$ cat src/rtl/inst_encoder.sv
// -----------------------------------------------------------------------------
// inst_encoder
//
// Streaming RV32I instruction encoder. Decoded instruction fields plus a
// format type are packed into a 32-bit instruction word, buffered in a
// 2-entry FIFO and handed to the instruction-memory loader together with a
// sequentially assigned, wrapping byte address.
//
// Parameters:
//   BASE_ADDR  byte address of the first word (4-byte aligned)
//   DEPTH      words in the target region; the address wraps after DEPTH words
//
// Ports:
//   clk, rst_n             clock, asynchronous active-low reset
//   clear                  synchronous flush of buffer, address and count
//   in_valid / in_ready    input handshake
//   in_type                format (TYPE_R/I/S/B/U/J), others encode as NOP
//   in_opcode, in_rd, in_rs1, in_rs2, in_funct3, in_funct7, in_imm
//                          decoded instruction fields
//   out_valid / out_ready  output handshake
//   out_inst, out_addr     encoded word and its byte address
//   inst_count             words delivered since reset/clear (saturating)
//   err                    immediate not representable (INST_ENCODER_CHECK_EN)
//
// Optional feature: define INST_ENCODER_CHECK_EN to add the immediate range
// check and the err port. Without it, out-of-range immediate bits are dropped.
// -----------------------------------------------------------------------------

`ifndef TYPE_R
`define TYPE_R 3'd0
`endif
`ifndef TYPE_I
`define TYPE_I 3'd1
`endif
`ifndef TYPE_S
`define TYPE_S 3'd2
`endif
`ifndef TYPE_B
`define TYPE_B 3'd3
`endif
`ifndef TYPE_U
`define TYPE_U 3'd4
`endif
`ifndef TYPE_J
`define TYPE_J 3'd5
`endif

module inst_encoder #(
    parameter logic [31:0] BASE_ADDR = 32'h0000_0000,
    parameter int unsigned DEPTH     = 1024
) (
    input  logic        clk,
    input  logic        rst_n,
    input  logic        clear,
    input  logic        in_valid,
    output logic        in_ready,
    input  logic [2:0]  in_type,
    input  logic [6:0]  in_opcode,
    input  logic [4:0]  in_rd,
    input  logic [4:0]  in_rs1,
    input  logic [4:0]  in_rs2,
    input  logic [2:0]  in_funct3,
    input  logic [6:0]  in_funct7,
    input  logic [31:0] in_imm,
    output logic        out_valid,
    input  logic        out_ready,
    output logic [31:0] out_inst,
    output logic [31:0] out_addr,
`ifdef INST_ENCODER_CHECK_EN
    output logic        err,
`endif
    output logic [15:0] inst_count
);

    localparam logic [31:0] NOP_INST  = 32'h0000_0013;
    localparam logic [31:0] LAST_ADDR = BASE_ADDR + (32'(DEPTH) - 32'd1) * 32'd4;

    // ------------------------------------------------------------------
    // Field packing
    // ------------------------------------------------------------------
    logic [31:0] enc_inst;

    // NOTE: every combinational output gets a default before the case so no
    // path leaves it unassigned, which would otherwise infer a latch.
    always_comb begin
        enc_inst = NOP_INST;
        case (in_type)
            `TYPE_R: enc_inst = {in_funct7, in_rs2, in_rs1, in_funct3, in_rd, in_opcode};
            `TYPE_I: enc_inst = {in_imm[11:0], in_rs1, in_funct3, in_rd, in_opcode};
            `TYPE_S: enc_inst = {in_imm[11:5], in_rs2, in_rs1, in_funct3, in_imm[4:0], in_opcode};
            `TYPE_B: enc_inst = {in_imm[12], in_imm[10:5], in_rs2, in_rs1, in_funct3,
                                 in_imm[4:1], in_imm[11], in_opcode};
            `TYPE_U: enc_inst = {in_imm[31:12], in_rd, in_opcode};
            `TYPE_J: enc_inst = {in_imm[20], in_imm[10:1], in_imm[11], in_imm[19:12],
                                 in_rd, in_opcode};
            default: enc_inst = NOP_INST;
        endcase
    end

`ifdef INST_ENCODER_CHECK_EN
    // An immediate fits an N-bit signed field when every bit from N-1 upward
    // equals the sign bit, i.e. that upper slice is all ones or all zeros.
    logic i_fits, b_fits, j_fits, enc_err;

    assign i_fits = (&in_imm[31:11]) | ~(|in_imm[31:11]);
    assign b_fits = (&in_imm[31:12]) | ~(|in_imm[31:12]);
    assign j_fits = (&in_imm[31:20]) | ~(|in_imm[31:20]);

    always_comb begin
        enc_err = 1'b0;
        case (in_type)
            `TYPE_I, `TYPE_S: enc_err = ~i_fits;
            `TYPE_B:          enc_err = ~b_fits | in_imm[0];
            `TYPE_J:          enc_err = ~j_fits | in_imm[0];
            `TYPE_U:          enc_err = |in_imm[11:0];
            default:          enc_err = 1'b0;
        endcase
    end
`else
    // Branch/jump offsets are always even, so imm[0] is never packed.
    logic unused_imm0;
    assign unused_imm0 = in_imm[0];
`endif

    // ------------------------------------------------------------------
    // 2-entry FIFO, address counter and delivery count
    // ------------------------------------------------------------------
    logic [31:0] mem_q [0:1];
`ifdef INST_ENCODER_CHECK_EN
    logic        err_mem_q [0:1];
`endif
    logic        wr_ptr_q, wr_ptr_d;
    logic        rd_ptr_q, rd_ptr_d;
    logic [1:0]  cnt_q, cnt_d;
    logic [31:0] addr_q, addr_d;
    logic [15:0] inst_count_q, inst_count_d;
    logic        push, pop;

    // clear blocks both handshakes in its cycle, so nothing moves while flushing.
    assign in_ready  = (cnt_q != 2'd2) && !clear;
    assign out_valid = (cnt_q != 2'd0);
    assign push      = in_valid && in_ready;
    assign pop       = out_valid && out_ready && !clear;

    always_comb begin
        wr_ptr_d     = wr_ptr_q;
        rd_ptr_d     = rd_ptr_q;
        cnt_d        = cnt_q;
        addr_d       = addr_q;
        inst_count_d = inst_count_q;
        if (clear) begin
            wr_ptr_d     = 1'b0;
            rd_ptr_d     = 1'b0;
            cnt_d        = 2'd0;
            addr_d       = BASE_ADDR;
            inst_count_d = 16'd0;
        end else begin
            if (push) begin
                wr_ptr_d = ~wr_ptr_q;
            end
            if (pop) begin
                rd_ptr_d = ~rd_ptr_q;
                addr_d   = (addr_q == LAST_ADDR) ? BASE_ADDR : addr_q + 32'd4;
                if (inst_count_q != 16'hFFFF) begin
                    inst_count_d = inst_count_q + 16'd1;
                end
            end
            if (push && !pop) begin
                cnt_d = cnt_q + 2'd1;
            end else if (pop && !push) begin
                cnt_d = cnt_q - 2'd1;
            end
        end
    end

    // NOTE: sequential state uses non-blocking assignments so every register
    // samples the pre-edge values, independent of statement order.
    always_ff @(posedge clk or negedge rst_n) begin
        if (!rst_n) begin
            wr_ptr_q     <= 1'b0;
            rd_ptr_q     <= 1'b0;
            cnt_q        <= 2'd0;
            addr_q       <= BASE_ADDR;
            inst_count_q <= 16'd0;
        end else begin
            wr_ptr_q     <= wr_ptr_d;
            rd_ptr_q     <= rd_ptr_d;
            cnt_q        <= cnt_d;
            addr_q       <= addr_d;
            inst_count_q <= inst_count_d;
        end
    end

    // NOTE: the storage is reset because out_inst/err read it directly and must
    // show zero after reset; at two entries this costs almost nothing.
    always_ff @(posedge clk or negedge rst_n) begin
        if (!rst_n) begin
            for (int i = 0; i < 2; i++) begin
                mem_q[i] <= 32'd0;
`ifdef INST_ENCODER_CHECK_EN
                err_mem_q[i] <= 1'b0;
`endif
            end
        end else if (push) begin
            // With occupancy below two the write slot never aliases the head
            // entry while it is valid, so a stalled output stays stable.
            mem_q[wr_ptr_q] <= enc_inst;
`ifdef INST_ENCODER_CHECK_EN
            err_mem_q[wr_ptr_q] <= enc_err;
`endif
        end
    end

    assign out_inst   = mem_q[rd_ptr_q];
    assign out_addr   = addr_q;
    assign inst_count = inst_count_q;
`ifdef INST_ENCODER_CHECK_EN
    assign err        = err_mem_q[rd_ptr_q];
`endif

endmodule

$ cat config.mk
export PLATFORM = sky130hd
export DESIGN_NAME = inst_encoder
export DESIGN_NICKNAME = d
export VERILOG_FILES = /design/src/rtl/inst_encoder.sv
export SDC_FILE = /design/constraint.sdc
export NUM_CORES = 1
export LEC_CHECK = 0
export BUFFER_PORTS_ARGS = -buffer_cell sky130_fd_sc_hd__buf_4
export CELL_PAD_IN_SITES_DETAIL_PLACEMENT = 0
export CELL_PAD_IN_SITES_GLOBAL_PLACEMENT = 1
export CORE_MARGIN = 4
export CORE_UTILIZATION = 25
export DETAILED_ROUTE_END_ITERATION = 12
export PLACE_DENSITY = 0.62
export REMOVE_ABC_BUFFERS = 1
export SLEW_MARGIN = 20
export SYNTH_ARGS = -nofsm -noshare
export SYNTH_HDL_FRONTEND = slang
export SYNTH_SLANG_ARGS = --single-unit
$ cat constraint.sdc
create_clock -name clk -period 2 [get_ports clk]
set_input_delay 0.3 -clock clk [delete_from_list [all_inputs] [get_ports clk]]
set_output_delay 0.3 -clock clk [all_outputs]
set_load 0.05 [all_outputs]
==> flow_summary.toml <==
[status]
status = "finished, final reports clean"

[worst_hold_path]
hold_path_class = "in2reg"

[die]
num_io_pins = 154
die_area_sq_um = 26900
initial_core_util = 0.256
die_h_um = 164
core_sq_um = 23800
die_w_um = 164
num_rows = 56

[clock_tree]
cts_tree = "built"
clockBufferDepth = 2
clk_latency_ns = 0.41
ctsRootBufferMaster = "clkbuf_16"
post-cts-setup-buffers = 0
cts_num_sinks = 114
numCtsBuffers = 17
htree_levels = 4
path_clk_slew_ns = 0.06

[worst_setup_path]
startpoint_type = "flip-flop"
critPathKind = "reg2reg"
crit_required_ns = 2.35
path_cells = "ha_1 -> nor4bb_1 -> and4_4 -> a211o_4 -> or4_4 -> nand3_1"
rrSetupSlack_ns = 0.07
crit_buf_inv = 0
cpPeakStageDelay_ns = 0.51
reg2reg_from = "out_addr[2]$_DFFE_PN0P_"
cp.depth = 6
path_max_fanout = 5
reg2regPathDepth = 6
slowest_stage = "or4_4"
worstSetupStartpoint = "out_addr[2]$_DFFE_PN0P_"
end_kind = "flip-flop"
cp_top_family = "simple AND/OR/NAND/NOR gates"
critical_path_arrival_ns = 2.28
r2r_end = "out_addr[15]$_DFFE_PN0P_"
cp-endpoint = "out_addr[15]$_DFFE_PN0P_"

[synthesis]
synthesis.area_sq_um = 6090
synth_cells = 651
yosysSeqAreaShare = 0.468
ys_ff_latch = 114
async_flop_share = 1.00
synth_cell_type_count = 61
synth_edf_count = 0
avgSynthCellArea_sq_um = 9.36
synth_top_flop_cell = "dfrtp_1"
ys_warn_count = 0

[global_routing]
grt_pass1_vias = 5571
overflow = 0
antenna_found_initial = 0
track_usage = 0.145
grt_pass1_wl_um = 30700
grt_max_degree = 65

[sta]
fin_crit_sh = 0.963
drv_slew = 0
worst_clock_skew_ns = 0.00818
worst_pin_slew_ns = 0.524
clock.fmax_mhz = 519
whs_ns = 0.149
setup_viol = 0
max_slew_margin = 0.650
rsz0062_at_grt = "no"
hold_violations = 0
setup_tns_ns = 0
fin_crit_ns = 1.93

[final_layout]
drive_gt1_frac = 0.370
final_area_sq_um = 8650
syn_to_final_growth_pct = 42.0
fin_nets = 916
antenna_cells = 0

[place]
place.gp.congestion = 0.815
hpwl_um = 13800
portBuffers = 151
placed_area_sq_um = 7980

[routing]
ant_nets = 0
vias = 5505
routed_wirelength_um = 19200
drc = 0
wl_per_cell_um = 16.4
drtIter0Drc = 295
avgViaCountPerCell = 4.70
first_pass_iters = 4

[pwr]
ir_worst_vdd_mv = 0.428
leakage_uw = 0.00387
power_density_nw_per_um2 = 920

[job]
maxCapViolCount = 0
[final cells by class]
class | count | area, sq um
inverter | 6 | 22.5
sequential | 114 | 2860
tap | 319 | 399
fill | 2461 | 15100
timing repair buffer | 215 | 1700
clock buffer | 17 | 425
clock inverter | 14 | 180
multi-input combinational | 487 | 3070
[state kept, by name (all words and copies together) (netlist names)]
name / cells
wr_ptr_q: 1
cnt_q: 2
rd_ptr_q: 1
mem_q: 64
inst_count: 16
out_addr: 30
[power breakdown]
group / switching, uW / internal (uW) / leakage (uW)
Sequential: 167 / 2650 / 0.00148
Combinational: 1240 / 755 / 0.00209
Clock: 1180 / 1970 / 0.000291
[stage by stage]
| stage | std cells | util | total power [uW] | setup slack [ns] |
|---|---|---|---|---|
| CTS | 1171 | 0.362 | 8090 | 0.0198 |
| finish | 1172 | 0.364 | 7960 | 0.0733 |
| floorplan | 607 | - | 4130 | -2.37 |
| detailed placement | 1139 | 0.336 | 4860 | 0.0588 |
| global route | 1172 | 0.364 | 8370 | 0.0100 |
| global placement | 1139 | 0.336 | 4840 | 0.0445 |
[Yosys cell counts, types with 4 or more instances]
| cell type | instances | area share |
|---|---|---|
| a22oi_1 | 12 | 0.015 |
| xnor2_1 | 16 | 0.023 |
| a21oi_1 | 58 | 0.048 |
| a31oi_1 | 23 | 0.024 |
| a41oi_1 | 4 | 0.0058 |
| clkbuf_1 | 27 | 0.017 |
| nor4_1 | 10 | 0.010 |
| nand2b_1 | 4 | 0.0041 |
| nand2_1 | 84 | 0.052 |
| nand3_1 | 18 | 0.015 |
| dfrtp_1 | 114 | 0.47 |
| and3_1 | 4 | 0.0041 |
| nor3_1 | 6 | 0.0049 |
| mux2_2 | 48 | 0.089 |
| mux2i_1 | 9 | 0.015 |
| nand4_1 | 10 | 0.010 |
| buf_2 | 12 | 0.0099 |
| o21ai_0 | 56 | 0.046 |
| nor2b_1 | 13 | 0.013 |
| and4_1 | 4 | 0.0058 |
| nor2_1 | 55 | 0.034 |
| inv_1 | 5 | 0.0031 |
[worst min path at each step]
stage          cells after the start         start               endpoint  slack, ns
2_1_floorplan                      0         rst_n   cnt_q[0]$_DFFE_PN0P_      0.004
5_1_grt                            3  in_opcode[6]   mem_q[6]$_DFFE_PN0P_       0.15
4_1_cts                            3  in_opcode[0]  mem_q[32]$_DFFE_PN0P_       0.14
3_3_place_gp                       1         rst_n  mem_q[29]$_DFFE_PN0P_       0.12
6_report                           3  in_opcode[0]  mem_q[32]$_DFFE_PN0P_       0.15
3_5_place_dp                       1         rst_n  mem_q[29]$_DFFE_PN0P_       0.12
[layout by cell type, fill, tap and decap left out, drive strengths merged, types with 4 or more instances in the layout]
cell and n:
xnor2 16, nor4 13, nand3 18, and3 5
nor3 6, nor4b 4, o21ai 57, a22oi 12
nor2b 13, nor2 55, mux2i 9, clkinv 6
and4 7, nand4 11, a21oi 58, buf 213
nand2b 4, dfrtp 114, inv 9, mux2 48
clkbuf 18, a41oi 4, a31oi 23, nand2 84
[worst reg2reg max path, delay by kind of cell, from the launching register on]
family	cells	cell delay (ns)
simple gates	4	0.92
flops	1	0.38
compound gates	1	0.37
fa+ha+maj	1	0.20
[cell families after synthesis]
logic type	count (synthesis)	share of synthesized area
multiplexers	57	0.104
XOR/XNOR	16	0.0230
adder cells (fa/ha/maj)	3	0.00616
buffers and inverters	51	0.0359
flip-flops	114	0.468
AO/OA/AOI/OAI	176	0.169
AND/OR/NAND/NOR	233	0.193
other	1	0.000616
[per-layer routing]
metal	vias up	track usage	share of wire	wire length, um
li1	2730	-	-	-
met1	2671	0.194	0.46	8860
met2	83	0.235	0.49	9400
met3	21	0.0271	0.031	604
met4	0	0.0473	0.019	364
met5	-	0	0	0
[what timing repair did]
action / CTS / global route
endpoints found under the setup margin: 0 / 37
hold buffers: 1 / 0
resized for setup: 0 / 11
endpoints found under the hold margin: 114 / 0
Power figures use the tool's default switching activity.
